$ cat src/rtl/rm_c4lw_violation_collector_pkg.sv
// Shared types and constants for the cluster-4 load-word violation collector.
// Report entries carry the masked hit vector, the originating symbol and its cycle stamp.
package rm_monitor_pkg;

    localparam int NUM_LTL = 9;
    localparam int SYM_W   = 8;
    localparam int CYC_W   = 32;
    localparam int CNT_W   = 16;

    typedef logic [NUM_LTL-1:0] ltl_vec_t;

    typedef struct packed {
        ltl_vec_t           mask;
        logic [SYM_W-1:0]   symbol;
        logic [CYC_W-1:0]   cycle;
    } rm_report_t;

    function automatic logic [CNT_W-1:0] sat_inc(input logic [CNT_W-1:0] value);
        return (value == {CNT_W{1'b1}}) ? value : value + {{(CNT_W-1){1'b0}}, 1'b1};
    endfunction

endpackage

$ cat src/rtl/rm_c4lw_violation_collector_fifo.sv
// Report FIFO with first-word-fall-through head and synchronous flush.
// A push into a full FIFO is accepted only when a pop frees a slot in the same cycle.
module rm_report_fifo
    import rm_monitor_pkg::*;
#(
    parameter int DEPTH = 4
) (
    input  logic        clk,
    input  logic        reset,
    input  logic        flush,
    input  logic        push,
    input  rm_report_t  push_data,
    input  logic        pop,
    output rm_report_t  head,
    output logic        full,
    output logic        empty,
    output logic        push_ok,
    output logic        pop_ok
);

    localparam int AW = (DEPTH > 1) ? $clog2(DEPTH) : 1;

    rm_report_t      mem_r [DEPTH];
    logic [AW-1:0]   wr_ptr_r;
    logic [AW-1:0]   rd_ptr_r;
    logic [AW:0]     count_r;

    assign full    = (count_r == (AW+1)'(DEPTH));
    assign empty   = (count_r == (AW+1)'(0));
    assign pop_ok  = pop && !empty;
    assign push_ok = push && (!full || pop_ok);
    assign head    = mem_r[rd_ptr_r];

    // Storage array; contents are don't-care while not counted as occupied.
    always_ff @(posedge clk) begin
        if (push_ok && !flush && !reset) begin
            mem_r[wr_ptr_r] <= push_data;
        end
    end

    // Pointers and occupancy.
    always_ff @(posedge clk) begin
        if (reset || flush) begin
            wr_ptr_r <= '0;
            rd_ptr_r <= '0;
            count_r  <= '0;
        end else begin
            if (push_ok) begin
                wr_ptr_r <= wr_ptr_r + AW'(1);
            end
            if (pop_ok) begin
                rd_ptr_r <= rd_ptr_r + AW'(1);
            end
            case ({push_ok, pop_ok})
                2'b10:   count_r <= count_r + (AW+1)'(1);
                2'b01:   count_r <= count_r - (AW+1)'(1);
                default: count_r <= count_r;
            endcase
        end
    end

endmodule

$ cat src/rtl/rm_c4lw_violation_collector.sv
// Collects LTL monitor hit flags: sticky status, saturating counters, time-stamped
// report FIFO with drop accounting, and a registered level interrupt.
module rm_c4lw_violation_collector
    import rm_monitor_pkg::*;
#(
    parameter int DEPTH   = 4,
    parameter int HIT_LAT = 1
) (
    input  logic                      clk,
    input  logic                      reset,
    input  logic                      run,
    input  logic [SYM_W-1:0]          symbols,
    input  logic [NUM_LTL-1:0]        ltl_hits,
    input  logic [NUM_LTL-1:0]        en_mask,
    input  logic [NUM_LTL-1:0]        irq_mask,
    input  logic                      clear,
    output logic [NUM_LTL-1:0]        sticky,
    output logic [NUM_LTL*CNT_W-1:0]  hit_cnt,
    output logic                      rpt_valid,
    input  logic                      rpt_ready,
    output logic [NUM_LTL-1:0]        rpt_mask,
    output logic [SYM_W-1:0]          rpt_symbol,
    output logic [CYC_W-1:0]          rpt_cycle,
    output logic                      overflow,
    output logic [CNT_W-1:0]          drop_cnt,
    output logic                      irq
);

    logic [CYC_W-1:0]  cyc_r;
    logic              run_d_s;
    logic [SYM_W-1:0]  sym_d_s;
    logic [CYC_W-1:0]  cyc_d_s;
    ltl_vec_t          hv_s;
    ltl_vec_t          sticky_r;
    logic [CNT_W-1:0]  cnt_r [NUM_LTL];
    logic              overflow_r;
    logic [CNT_W-1:0]  drop_cnt_r;
    logic              irq_r;
    rm_report_t        head_s;
    logic              full_s;
    logic              empty_s;
    logic              push_ok_s;
    logic              pop_ok_s;
    logic              push_s;

    // Free-running stamp of valid symbols; clear deliberately leaves it alone.
    always_ff @(posedge clk) begin
        if (reset) begin
            cyc_r <= '0;
        end else if (run) begin
            cyc_r <= cyc_r + {{(CYC_W-1){1'b0}}, 1'b1};
        end else begin
            cyc_r <= cyc_r;
        end
    end

    generate
        if (HIT_LAT == 0) begin : g_no_delay
            assign run_d_s = run;
            assign sym_d_s = symbols;
            assign cyc_d_s = cyc_r;
        end else begin : g_delay
            logic [HIT_LAT-1:0] run_pipe_r;
            logic [SYM_W-1:0]   sym_pipe_r [HIT_LAT];
            logic [CYC_W-1:0]   cyc_pipe_r [HIT_LAT];

            // Align the symbol context with the monitor's hit latency.
            always_ff @(posedge clk) begin
                if (reset) begin
                    run_pipe_r <= '0;
                    for (int i = 0; i < HIT_LAT; i++) begin
                        sym_pipe_r[i] <= '0;
                        cyc_pipe_r[i] <= '0;
                    end
                end else begin
                    run_pipe_r[0] <= run;
                    sym_pipe_r[0] <= symbols;
                    cyc_pipe_r[0] <= cyc_r;
                    for (int i = 1; i < HIT_LAT; i++) begin
                        run_pipe_r[i] <= run_pipe_r[i-1];
                        sym_pipe_r[i] <= sym_pipe_r[i-1];
                        cyc_pipe_r[i] <= cyc_pipe_r[i-1];
                    end
                end
            end

            assign run_d_s = run_pipe_r[HIT_LAT-1];
            assign sym_d_s = sym_pipe_r[HIT_LAT-1];
            assign cyc_d_s = cyc_pipe_r[HIT_LAT-1];
        end
    endgenerate

    assign hv_s   = ltl_hits & en_mask & {NUM_LTL{run_d_s}};
    assign push_s = |hv_s;

    // Sticky status and per-property saturating counters.
    always_ff @(posedge clk) begin
        if (reset || clear) begin
            sticky_r <= '0;
            for (int i = 0; i < NUM_LTL; i++) begin
                cnt_r[i] <= '0;
            end
        end else begin
            sticky_r <= sticky_r | hv_s;
            for (int i = 0; i < NUM_LTL; i++) begin
                if (hv_s[i]) begin
                    cnt_r[i] <= sat_inc(cnt_r[i]);
                end else begin
                    cnt_r[i] <= cnt_r[i];
                end
            end
        end
    end

    rm_report_fifo #(.DEPTH(DEPTH)) u_fifo (
        .clk       (clk),
        .reset     (reset),
        .flush     (clear),
        .push      (push_s),
        .push_data ('{mask: hv_s, symbol: sym_d_s, cycle: cyc_d_s}),
        .pop       (rpt_ready),
        .head      (head_s),
        .full      (full_s),
        .empty     (empty_s),
        .push_ok   (push_ok_s),
        .pop_ok    (pop_ok_s)
    );

    // Drop accounting for pushes refused by a full FIFO.
    always_ff @(posedge clk) begin
        if (reset || clear) begin
            overflow_r <= 1'b0;
            drop_cnt_r <= '0;
        end else if (push_s && !push_ok_s) begin
            overflow_r <= 1'b1;
            drop_cnt_r <= sat_inc(drop_cnt_r);
        end else begin
            overflow_r <= overflow_r;
            drop_cnt_r <= drop_cnt_r;
        end
    end

    // Interrupt follows the registered status by one cycle.
    always_ff @(posedge clk) begin
        if (reset) begin
            irq_r <= 1'b0;
        end else begin
            irq_r <= (|(sticky_r & irq_mask)) | overflow_r;
        end
    end

    generate
        for (genvar g = 0; g < NUM_LTL; g++) begin : g_cnt_out
            assign hit_cnt[g*CNT_W +: CNT_W] = cnt_r[g];
        end
    endgenerate

    assign sticky     = sticky_r;
    assign overflow   = overflow_r;
    assign drop_cnt   = drop_cnt_r;
    assign irq        = irq_r;
    assign rpt_valid  = !empty_s;
    assign rpt_mask   = empty_s ? '0 : head_s.mask;
    assign rpt_symbol = empty_s ? '0 : head_s.symbol;
    assign rpt_cycle  = empty_s ? '0 : head_s.cycle;

endmodule

$ cat config.mk
export PLATFORM = sky130hd
export DESIGN_NAME = rm_c4lw_violation_collector
export DESIGN_NICKNAME = d
export VERILOG_FILES = /design/src/rtl/rm_c4lw_violation_collector_pkg.sv /design/src/rtl/rm_c4lw_violation_collector_fifo.sv /design/src/rtl/rm_c4lw_violation_collector.sv
export SDC_FILE = /design/constraint.sdc
export NUM_CORES = 1
export LEC_CHECK = 0
export CAP_MARGIN = 15
export CORE_ASPECT_RATIO = 2
export CORE_MARGIN = 3
export CORE_UTILIZATION = 55
export CTS_CLUSTER_SIZE = 8
export DETAILED_ROUTE_END_ITERATION = 12
export HOLD_SLACK_MARGIN = 0.02
export PLACE_DENSITY_LB_ADDON = 0.05
export SLEW_MARGIN = 5
export SYNTH_ARGS = -nofsm -noshare
export SYNTH_HDL_FRONTEND = slang
export SYNTH_SLANG_ARGS = --single-unit
$ cat constraint.sdc
create_clock -name clk -period 4.08 [get_ports clk]
set_clock_uncertainty 0.1 [all_clocks]
set_input_delay 0.612 -clock clk [delete_from_list [all_inputs] [get_ports clk]]
set_output_delay 0.612 -clock clk [all_outputs]
set_load 0.03 [all_outputs]
==> out/metrics.csv <==
stage,metric,value,unit
die,chip width,137.0,µm
layout,fill count,2396,
setup_path,type of origin of the critical path,flip-flop,
power,Sw Ratio,22.96,%
flow_run,Max Cap Violations,0,
cts,clk root buf,clkbuf_16,
placement,placed instance area,22030,µm²
cts,maximum clock insertion buffer count,3,
setup_path,WP data required,3.37,ns
timing,Worst-Margin Slew,0.8020,ns
synthesis,Syn Nets,1465,
detailed_routing,initial DRC count,639,
synthesis,Cell variety after synth,55,
cts,TritonCTS Sinks,449,
die,site row count,95,
cts,cts hold-fix bufs,0,
power,Sw Pwr,2.535,mW
cts,CTS Buf Count,66,
synthesis,"area leader, netlist",edfxtp_1,
cts,Worst-path clk slew,0.05,ns
synthesis,"top cells by count, synth","edfxtp_1 (340), nor2_1 (189), dfxtp_1 (109)",
timing,final period utilization,87.23,%
die,initial core utilization,55.96,%
synthesis,"FF+latch count, synth",449,
layout,register area,12400,µm²
setup_path,critical path data arrival time,2.85,ns
synthesis,predominant post-synthesis flop cell,edfxtp_1,
cts,clk_lat worst skew,0.57,ns
global_route,initial antenna violation count,2,
power,P_int,8.504,mW
detailed_routing,Routed WL,43.81,mm
timing,Slew headroom,46.04,%
detailed_routing,via count,12290,
power,Combinational Power Share,6.9,%
cts,# resized after CTS,0,
synthesis,Synth Instances,1409,
layout,area of the multi-input gates,6243,µm²
synthesis,sequential fraction of the synthesis area,65.60,%
power,Pwr Total,11.04,mW
global_route,total global routing overflow,0,
synthesis,main area contributors after synthesis,"edfxtp_1 (54%), dfxtp_1 (12%), mux4_2 (5.8%)",
setup_path,Critical Path End Type,primary output,
synthesis,Synth warnings,0,
global_route,largest net degree at the start of global routing,72,
timing,Hold WS,0.1946,ns
layout,fin area,24010,µm²
die,# IOs,261,
power,Max VDD drop,0.3613,mV
synthesis,mapped cell area,18890,µm²
synthesis,Synth async-reset ratio,0,%
synthesis,most numerous cell in the Yosys netlist,edfxtp_1,
setup_path,crit-path max FO,23,
timing,Setup WS post-layout,0.5212,ns
layout,Syn-to-layout area delta,27.08,%
run_status,status,completed,
placement,routability cong.,0.8226,
synthesis,post-synth top area share,54.05,%
detailed_routing,DR WL/cell,19.99,µm
detailed_routing,Pre-Repair DR Iteration Count,5,
global_route,first-pass GRT wire length,68.96,mm
setup_path,critical path type,flip-flop to primary output,
power,Clk pwr share,46.1,%
power,leakage,8.349,nW
cts,CTS tree,done,
placement,Setup WS pre-CTS,0.6753,ns
timing,Tmin final,3.559,ns
detailed_routing,DRC violation count after routing,0,
die,full die area,36740,µm²
timing,RSZ-0062 raised after global routing,no,
layout,fin nets,1758,
cts,post-CTS setup repair buffer count,0,
timing,final hold vios,0,
layout,share of layout cells above drive strength 1,9.055,%
detailed_routing,Via density,5.607,
synthesis,"EDFF count, synth",340,
power,Pwr Density,459.8,nW/µm²
timing,Final TNS setup,0,ns
placement,Placed Cells incl. Taps,2070,
global_route,vias in the first global route,12980,
global_route,GR Util All Layers,24.28,%
detailed_routing,Post-DRT Antenna Nets,0,
layout,Post-Layout Cell Count,2192,
synthesis,syn_area_per_cell,13.41,µm²
placement,port bufs,260,
cts,Clock H-tree levels,3,
min_path,class of the worst hold path,input pin to flip-flop,
timing,fmax,281.0,MHz
power,sequential power share,47.0,%
timing,Slew Limit Fails,0,
die,Die H,268.1,µm
timing,# setup viols final,0,
die,core area,33760,µm²
placement,dpl hpwl,29.99,mm
layout,Finished Core Util,71.12,%
layout,number of antenna repair diodes,0,
critical path, stage by stage (launching register included):
cell and delay [ns]:
dfxtp_4 0.63, buf_12 0.28, mux4_2 0.59, and2_1 0.18
clkdlybuf4s50_1 0.59
flip-flops by register name (all words and copies together) (netlist names), named ones only:
signal	flops
u_fifo.mem_r	196
cnt_r	144
cyc_r	32
g_delay.cyc_pipe_r	32
drop_cnt	16
sticky	9
g_delay.sym_pipe_r	8
u_fifo.count_r	3
u_fifo.rd_ptr_r	2
u_fifo.wr_ptr_r	2
g_delay.run_pipe_r	1
irq	1
overflow	1
layout by cell type (no fill, tap or decap), types with 3 or more instances in the layout:
cell             Yosys  layout
mux4_2              49      49
and3_2               0       4
xnor2_1             62      62
clkdlybuf4s50_1      0     259
clkbuf_16            0      69
nor2b_1             40      40
or4_1                5       5
xor2_1              85      85
nor4_1              11      11
nand3_1             72      72
or3_1               26      26
o21ai_0             24      24
o31ai_1              6       6
and3_1              31      27
nor2_1             189     188
inv_1               18      18
buf_4                0      11
clkbuf_1            42      48
and4_1              13      13
dfxtp_1            109     107
and2_1              62      62
a21o_1               6       6
a21oi_1             29      29
a22oi_1              3       3
nand4_1             47      47
nor3_1              20      20
ha_1                15      15
buf_12               0       5
o21a_1               8       8
nand2_1             56      56
edfxtp_1           340     340
logic make-up after synthesis:
family	Yosys count	synth area share [%]
buffers and inverters	69	1.404
XOR/XNOR	147	6.815
flip-flops	449	65.60
multiplexers	53	6.067
AO/OA/AOI/OAI	89	2.948
AND/OR/NAND/NOR	586	16.07
adder cells (fa/ha/maj)	16	1.099
final timing paths:
kind | cells past startpoint | start | end | slack, ns
max | 4 | flip-flop | rpt_cycle[30] | 0.52
min | 2 | reset | cyc_r[30] | 0.19
min reg2reg | 0 | g_delay.cyc_pipe_r[0][16] | u_fifo.mem_r[1][16] | 0.37
max reg2reg | 5 | g_delay.run_pipe_r | u_fifo.mem_r[0][24] | 1.28
cell type report:
type,count,area share (%)
Tap cell,436,2.272
Multi-Input combinational cell,891,26.01
Inverter,18,0.2814
Clock inverter,5,0.2762
Timing Repair Buffer,276,11.58
Clock buffer,117,7.943
Sequential cell,449,51.64
power by group through the flow:
stage	Clock, mW	Sequential [mW]	Combinational [mW]
2_1_floorplan	0	5.43	0.233
3_3_place_gp	0	5.26	0.758
3_5_place_dp	0	5.27	0.767
4_1_cts	5.18	5.18	0.772
5_1_grt	5.38	5.20	0.811
6_report	5.09	5.18	0.762
routing by layer:
metal / vias to the layer above / GRT usage (%) / wire (µm)
li1: 5795 / - / -
met1: 6041 / 26.05 / 15340
met2: 351 / 44.00 / 24170
met3: 100 / 6.463 / 2483
met4: 4 / 11.04 / 1790
met5: - / 0 / 23
(Power assumes the default switching activity.)
